===== src/rtl/offset_calib.sv =====
// DC offset calibration: averages 2^LOG2_N valid samples and produces the
// registered negated mean as a correction, optionally re-arming every window.
module offset_calib #(
  parameter int DATA_WIDTH = 16,
  parameter int LOG2_N     = 10
) (
  input  logic                  clk,
  input  logic                  reset,
  input  logic                  start,
  input  logic                  continuous,
  input  logic [DATA_WIDTH-1:0] data_i_tdata,
  input  logic                  data_i_tvalid,
  output logic [DATA_WIDTH-1:0] offset,
  output logic                  offset_valid,
  output logic                  busy
);

  localparam int ACC_W = DATA_WIDTH + LOG2_N;
  localparam int CNT_W = LOG2_N + 1;
  localparam logic [CNT_W-1:0]      LAST  = CNT_W'((1 << LOG2_N) - 1);
  localparam logic [DATA_WIDTH-1:0] MIN_V = {1'b1, {(DATA_WIDTH-1){1'b0}}};
  localparam logic [DATA_WIDTH-1:0] MAX_V = ~MIN_V;

  typedef enum logic [1:0] {IDLE, ACCUM, OUTPUT} state_t;

  state_t                  state, state_nxt;
  logic signed [ACC_W-1:0] acc;
  logic [CNT_W-1:0]        cnt;
  logic signed [ACC_W-1:0] sample_ext;
  logic [DATA_WIDTH-1:0]   mean, corr;
  logic                    clr, take;

  assign sample_ext = {{LOG2_N{data_i_tdata[DATA_WIDTH-1]}}, data_i_tdata};

  // Arithmetic shift gives floor rounding; the result always fits DATA_WIDTH.
  assign mean = DATA_WIDTH'(acc >>> LOG2_N);
  assign corr = (mean == MIN_V) ? MAX_V : DATA_WIDTH'(-mean);

  always_comb begin
    state_nxt = state;
    clr       = 1'b0;
    take      = 1'b0;
    case (state)
      IDLE: begin
        if (start) begin
          clr       = 1'b1;
          state_nxt = ACCUM;
        end
      end
      ACCUM: begin
        if (data_i_tvalid) begin
          take = 1'b1;
          if (cnt == LAST) state_nxt = OUTPUT;
        end
      end
      OUTPUT: begin
        // Clearing here is harmless when returning to IDLE, required when re-arming.
        clr       = 1'b1;
        state_nxt = continuous ? ACCUM : IDLE;
      end
      default: state_nxt = IDLE;
    endcase
  end

  always_ff @(posedge clk) begin
    if (reset) begin
      state        <= IDLE;
      acc          <= '0;
      cnt          <= '0;
      offset       <= '0;
      offset_valid <= 1'b0;
      busy         <= 1'b0;
    end else begin
      state        <= state_nxt;
      busy         <= (state_nxt != IDLE);
      offset_valid <= (state == OUTPUT);
      if (state == OUTPUT) offset <= corr;
      if (clr) begin
        acc <= '0;
        cnt <= '0;
      end else if (take) begin
        acc <= acc + sample_ext;
        cnt <= cnt + CNT_W'(1);
      end
    end
  end

endmodule


===== config.mk =====
export PLATFORM = sky130hd
export DESIGN_NAME = offset_calib
export DESIGN_NICKNAME = d
export VERILOG_FILES = /design/src/rtl/offset_calib.sv
export SDC_FILE = /design/constraint.sdc
export NUM_CORES = 1
export LEC_CHECK = 0
export CAP_MARGIN = 10
export CORE_ASPECT_RATIO = 1.2
export CORE_MARGIN = 2
export CORE_UTILIZATION = 45
export DETAILED_ROUTE_END_ITERATION = 16
export PLACE_DENSITY = 0.66
export RECOVER_POWER = 25
export SYNTH_ARGS = -nofsm -noshare
export SYNTH_HDL_FRONTEND = slang
export SYNTH_SLANG_ARGS = --single-unit

===== constraint.sdc =====
create_clock -name clk -period 5.4 [get_ports clk]
set_clock_uncertainty 0.2 [all_clocks]
set_input_delay 1.08 -clock clk [delete_from_list [all_inputs] [get_ports clk]]
set_output_delay 1.08 -clock clk [all_outputs]
set_load 0.01 [all_outputs]

Word level (Yosys, flattened, before mapping)
Index checks and enable logic that the tools add are counted.
{"block": "classes", "n_addsub": 3, "n_div": 0, "shifts": 0, "mul": 0, "bitwise": 0, "reduce_logical": 3, "order_cmp": 0, "n_eq_ne": 4, "mux": 10}
{"operator": "26-bit by 16-bit adder with 26-bit output", "n": 1}
{"operator": "16-bit equality test (second input constant)", "n": 1}
{"operator": "16-bit two-way mux", "n": 1}
{"operator": "16-bit negation", "n": 1}
{"operator": "11-bit by 1-bit adder with 11-bit output (second input constant)", "n": 1}
{"operator": "11-bit by 10-bit equality test with 1-bit output (second input constant)", "n": 1}
{"operator": "2-bit two-way mux", "n": 3}
{"operator": "2-bit case mux with 3 select lines", "n": 1}
{"operator": "1-bit two-way mux", "n": 4}
{"operator": "2-bit by 1-bit equality test with 1-bit output (second input constant)", "n": 1}
{"operator": "2-bit equality test (second input constant)", "n": 1}
{"operator": "2-bit logical NOT", "n": 1}
{"operator": "1-bit case mux with 2 select lines", "n": 1}
{"operator": "2-bit nonzero test", "n": 1}
{"operator": "2-bit OR reduction", "n": 1}
{"block": "word_totals", "regBits": 57, "ram_bits": 0, "romBits": 0, "latchBits": 0, "n_memories": 0}

Longest topological paths before layout
{"block": "logic_depth", "depth_word": 5, "depth_mapped": 10, "mapped_depth_nobuf": 10}

Worst setup path before layout
OpenSTA, ideal clock, no wires.
{"block": "synth_timing", "kind": "input to register", "startpoint": "input data_i_tdata[4]", "endpoint": "register acc[23]", "n_path_buf": 0, "setup_slack_ns": 2.042, "path_stages": 8, "t_arrival_ns": 3.041, "setup_ns": 0.117, "required_ns": 5.083, "cell_sequence": "ha_1 -> a21o_1 -> a31oi_2 -> a2111oi_4 -> o31ai_2 -> a211oi_2 -> or3_1 -> a32o_1"}
{"block": "synth_via", "elab_chain_cells": 1}
{"item": "from (decl)", "line_no": "11", "text": "input logic [DATA_WIDTH-1:0] data_i_tdata,"}
{"item": "26-bit by 16-bit adder with 26-bit output", "line_no": "82", "text": "acc <= acc + sample_ext;"}
{"item": "to (signal assigned)", "line_no": "82"}
{"item": "to (decl)", "line_no": "27", "text": "logic signed [ACC_W-1:0] acc;"}
No other way between the ends.
A chain may end at the register's enable or synchronous reset.

Worst setup path after layout
{"block": "layout_timing", "startpoint": "input data_i_tdata[15]", "endpoint": "register acc[25]"}
Same word-level chain as after synthesis.

==> results_dict.tcl <==
set metrics [dict create \
    antennaDiodeCount 0 \
    grt.overflow.total 0 \
    vias 3507 \
    worst-r2r-cell-count 8 \
    grt_start_max_net_pins 32 \
    dieArea_mm2 0.00920 \
    cts_max_level 3 \
    clkSinkCount 57 \
    first_iter_violations 174 \
    layout_common_cells "nand2_1, dfxtp_1, nor2_1" \
    required_ns 5.42 \
    cap_violations 0 \
    dpl_cell_area_mm2 0.00427 \
    gp_congestion 0.889 \
    relSlewSlack_pct 26.0 \
    holdWs_ns 0.258 \
    path_class "input port to flop" \
    grt_pass1_vias 3393 \
    yosys_most_used_dff "dfxtp_1" \
    p_leak_nw 1.78 \
    cp-startpoint "data_i_tdata[15]" \
    clock_latency_ns 0.34 \
    fmax_ghz 0.256 \
    hold_depth 2 \
    cp-end-kind "flop" \
    place.detailed.hpwl_mm 6.97 \
    syn_area_per_cell_um2 7.83 \
    irDropWorstVdd_mv 0.129 \
    fp-row-count 36 \
    stdcell_count 635 \
    ys_async_sr_fraction_pct 0 \
    area_growth_pct 16.5 \
    drc 0 \
    synth-seq-area-share_pct 30.0 \
    buffer_ports.inserted 38 \
    via_per_inst 5.52 \
    slew_viol_final 0 \
    wire_per_inst_um 14.4 \
    cp-start-kind "input port" \
    hold_violations 0 \
    dpl_worst_slack_ns 1.17 \
    crit_path_end "acc[25]$_SDFFE_PP0P_" \
    cts_tree "built" \
    cts_resized 0 \
    syn_area_mm2 0.00380 \
    setup_slack_ns 1.50 \
    synth-edff-count 0 \
    fin_util_pct 54.3 \
    dp_cells 620 \
    layout-drive-gt1-share_pct 6.91 \
    path_max_fanout 12 \
    r2r_slack_ns 2.62 \
    syn-instance-count 485 \
    die-height_um 105 \
    initial_core_util_pct 46.6 \
    tns_ns 0 \
    period_share_pct 72.3 \
    postRouteAntennaNets 0 \
    routed_wirelength_mm 9.16 \
    path_clk_slew_ns 0.07 \
    coreArea_mm2 0.00815 \
    worst_pin_slew_ns 1.11 \
    hold_class "flop to flop" \
    rsz0062_at_grt "false" \
    finalInstanceArea_mm2 0.00443 \
    cts_root_buffer "clkbuf_8" \
    yosys_warnings 0 \
    final_nets 566 \
    track_usage_pct 21.3 \
    grt_antenna_before_repair 0 \
    clock_path_buffers 2 \
    cts_hold_buf 0 \
    timing.rr.start "acc[4]$_SDFFE_PP0P_" \
    powerDensity_mw_per_mm2 218 \
    fillers 775 \
    worstPathArrival_ns 3.93 \
    final_common_cell "nand2_1" \
    cts_setup_buffers 0 \
    r2r-end "acc[23]$_SDFFE_PP0P_" \
    fin_crit_ns 3.90 \
    cts_made_buffers 9 \
    grt_pass1_wl_mm 15.5 \
    synth_fp_nets 534 \
    io_pins 39 \
    synth.ff_latch_count 57 \
    total_power_mw 0.965 \
    first_pass_iters 4 \
    die_w_um 87.9 \
    status "completed" \
    ys_types 60 \
    setup_violations 0 \
]
[critical path, cell delays in order]
cell and delay, ns:
clkdlybuf4s50_1 0.68, ha_1 0.53, a21o_1 0.20, a21o_1 0.19, a2111o_1 0.43, a2111o_1 0.42
o21ai_1 0.15, o21ai_0 0.09, nor3b_2 0.16
[layout make-up]
class	instances	area [um2]	share of cell area, %
clock inverter	6	36.3	0.819
tap	114	143	3.22
clock buffer	9	124	2.80
multi-input combinational	387	2500	56.5
timing repair buffer	41	403	9.10
sequential	57	1140	25.8
inverter	21	80.1	1.81
[how the worst min path moves through the flow]
stage                              startpoint                  end  slack (ns)
after detailed placement  acc[8]$_SDFFE_PP0P_  acc[8]$_SDFFE_PP0P_        0.25
after global placement    acc[2]$_SDFFE_PP0P_  acc[2]$_SDFFE_PP0P_        0.24
after CTS                 acc[8]$_SDFFE_PP0P_  acc[8]$_SDFFE_PP0P_        0.26
after global routing      acc[5]$_SDFFE_PP0P_  acc[5]$_SDFFE_PP0P_        0.28
after floorplan           acc[8]$_SDFFE_PP0P_  acc[8]$_SDFFE_PP0P_        0.24
final                     acc[5]$_SDFFE_PP0P_  acc[5]$_SDFFE_PP0P_        0.26
[power by group]
part | leakage (nW) | internal, mW | switching [mW]
Sequential | 0.461 | 0.429 | 0.0106
Clock | 0.0846 | 0.161 | 0.180
Combinational | 1.24 | 0.0774 | 0.107
Total | 1.78 | 0.667 | 0.298
[cells in the mapped netlist (3+ instances only)]
| master | n | area share (%) |
|---|---|---|
| and2_1 | 5 | 0.82 |
| o31ai_1 | 5 | 0.99 |
| nand3b_1 | 4 | 0.79 |
| nor4_1 | 3 | 0.49 |
| nand2b_1 | 3 | 0.49 |
| o211ai_1 | 5 | 0.99 |
| or3_1 | 7 | 1.2 |
| o21a_1 | 4 | 0.79 |
| nand3_1 | 16 | 2.1 |
| or4_1 | 3 | 0.59 |
| ha_1 | 27 | 8.9 |
| nand4_1 | 10 | 1.6 |
| a211oi_1 | 15 | 3.0 |
| a21o_1 | 16 | 3.2 |
| o22ai_1 | 4 | 0.66 |
| xnor2_1 | 17 | 3.9 |
| and3_1 | 4 | 0.66 |
| o21ai_1 | 6 | 0.79 |
| clkbuf_1 | 17 | 1.7 |
| o21ai_0 | 16 | 2.1 |
| nand2_1 | 59 | 5.8 |
| a21oi_1 | 46 | 6.1 |
| inv_1 | 19 | 1.9 |
| o21bai_1 | 4 | 0.79 |
| dfxtp_1 | 57 | 30 |
| nor3_1 | 8 | 1.1 |
| xor2_1 | 14 | 3.2 |
| nor2_1 | 51 | 5.0 |
[cell families (layout without fill, tap and decap cells)]
logic type	Yosys count	count (layout)	share of synthesized area (%)
and+or+nand+nor	184	184	23.1
AOI/OAI and AO/OA	144	144	26.0
xor gates and xnor gates	31	31	7.15
DFF	57	57	30.0
adders and majority gates	28	28	9.42
buffers and inverters	41	77	4.25
[state kept, by name, summed over array words and instances (netlist names)]
signal        flops
state             2
cnt              11
offset           16
acc              26
busy              1
offset_valid      1
[per-layer routing]
metal / GRT usage (%) / share of wire [%] / vias to the layer above
li1: - / - / 1809
met1: 25.4 / 44 / 1621
met2: 36.1 / 50 / 63
met3: 4.90 / 3.3 / 14
met4: 8.24 / 2.6 / 0
met5: 0 / 0 / -
Power figures use the tool's default switching activity.
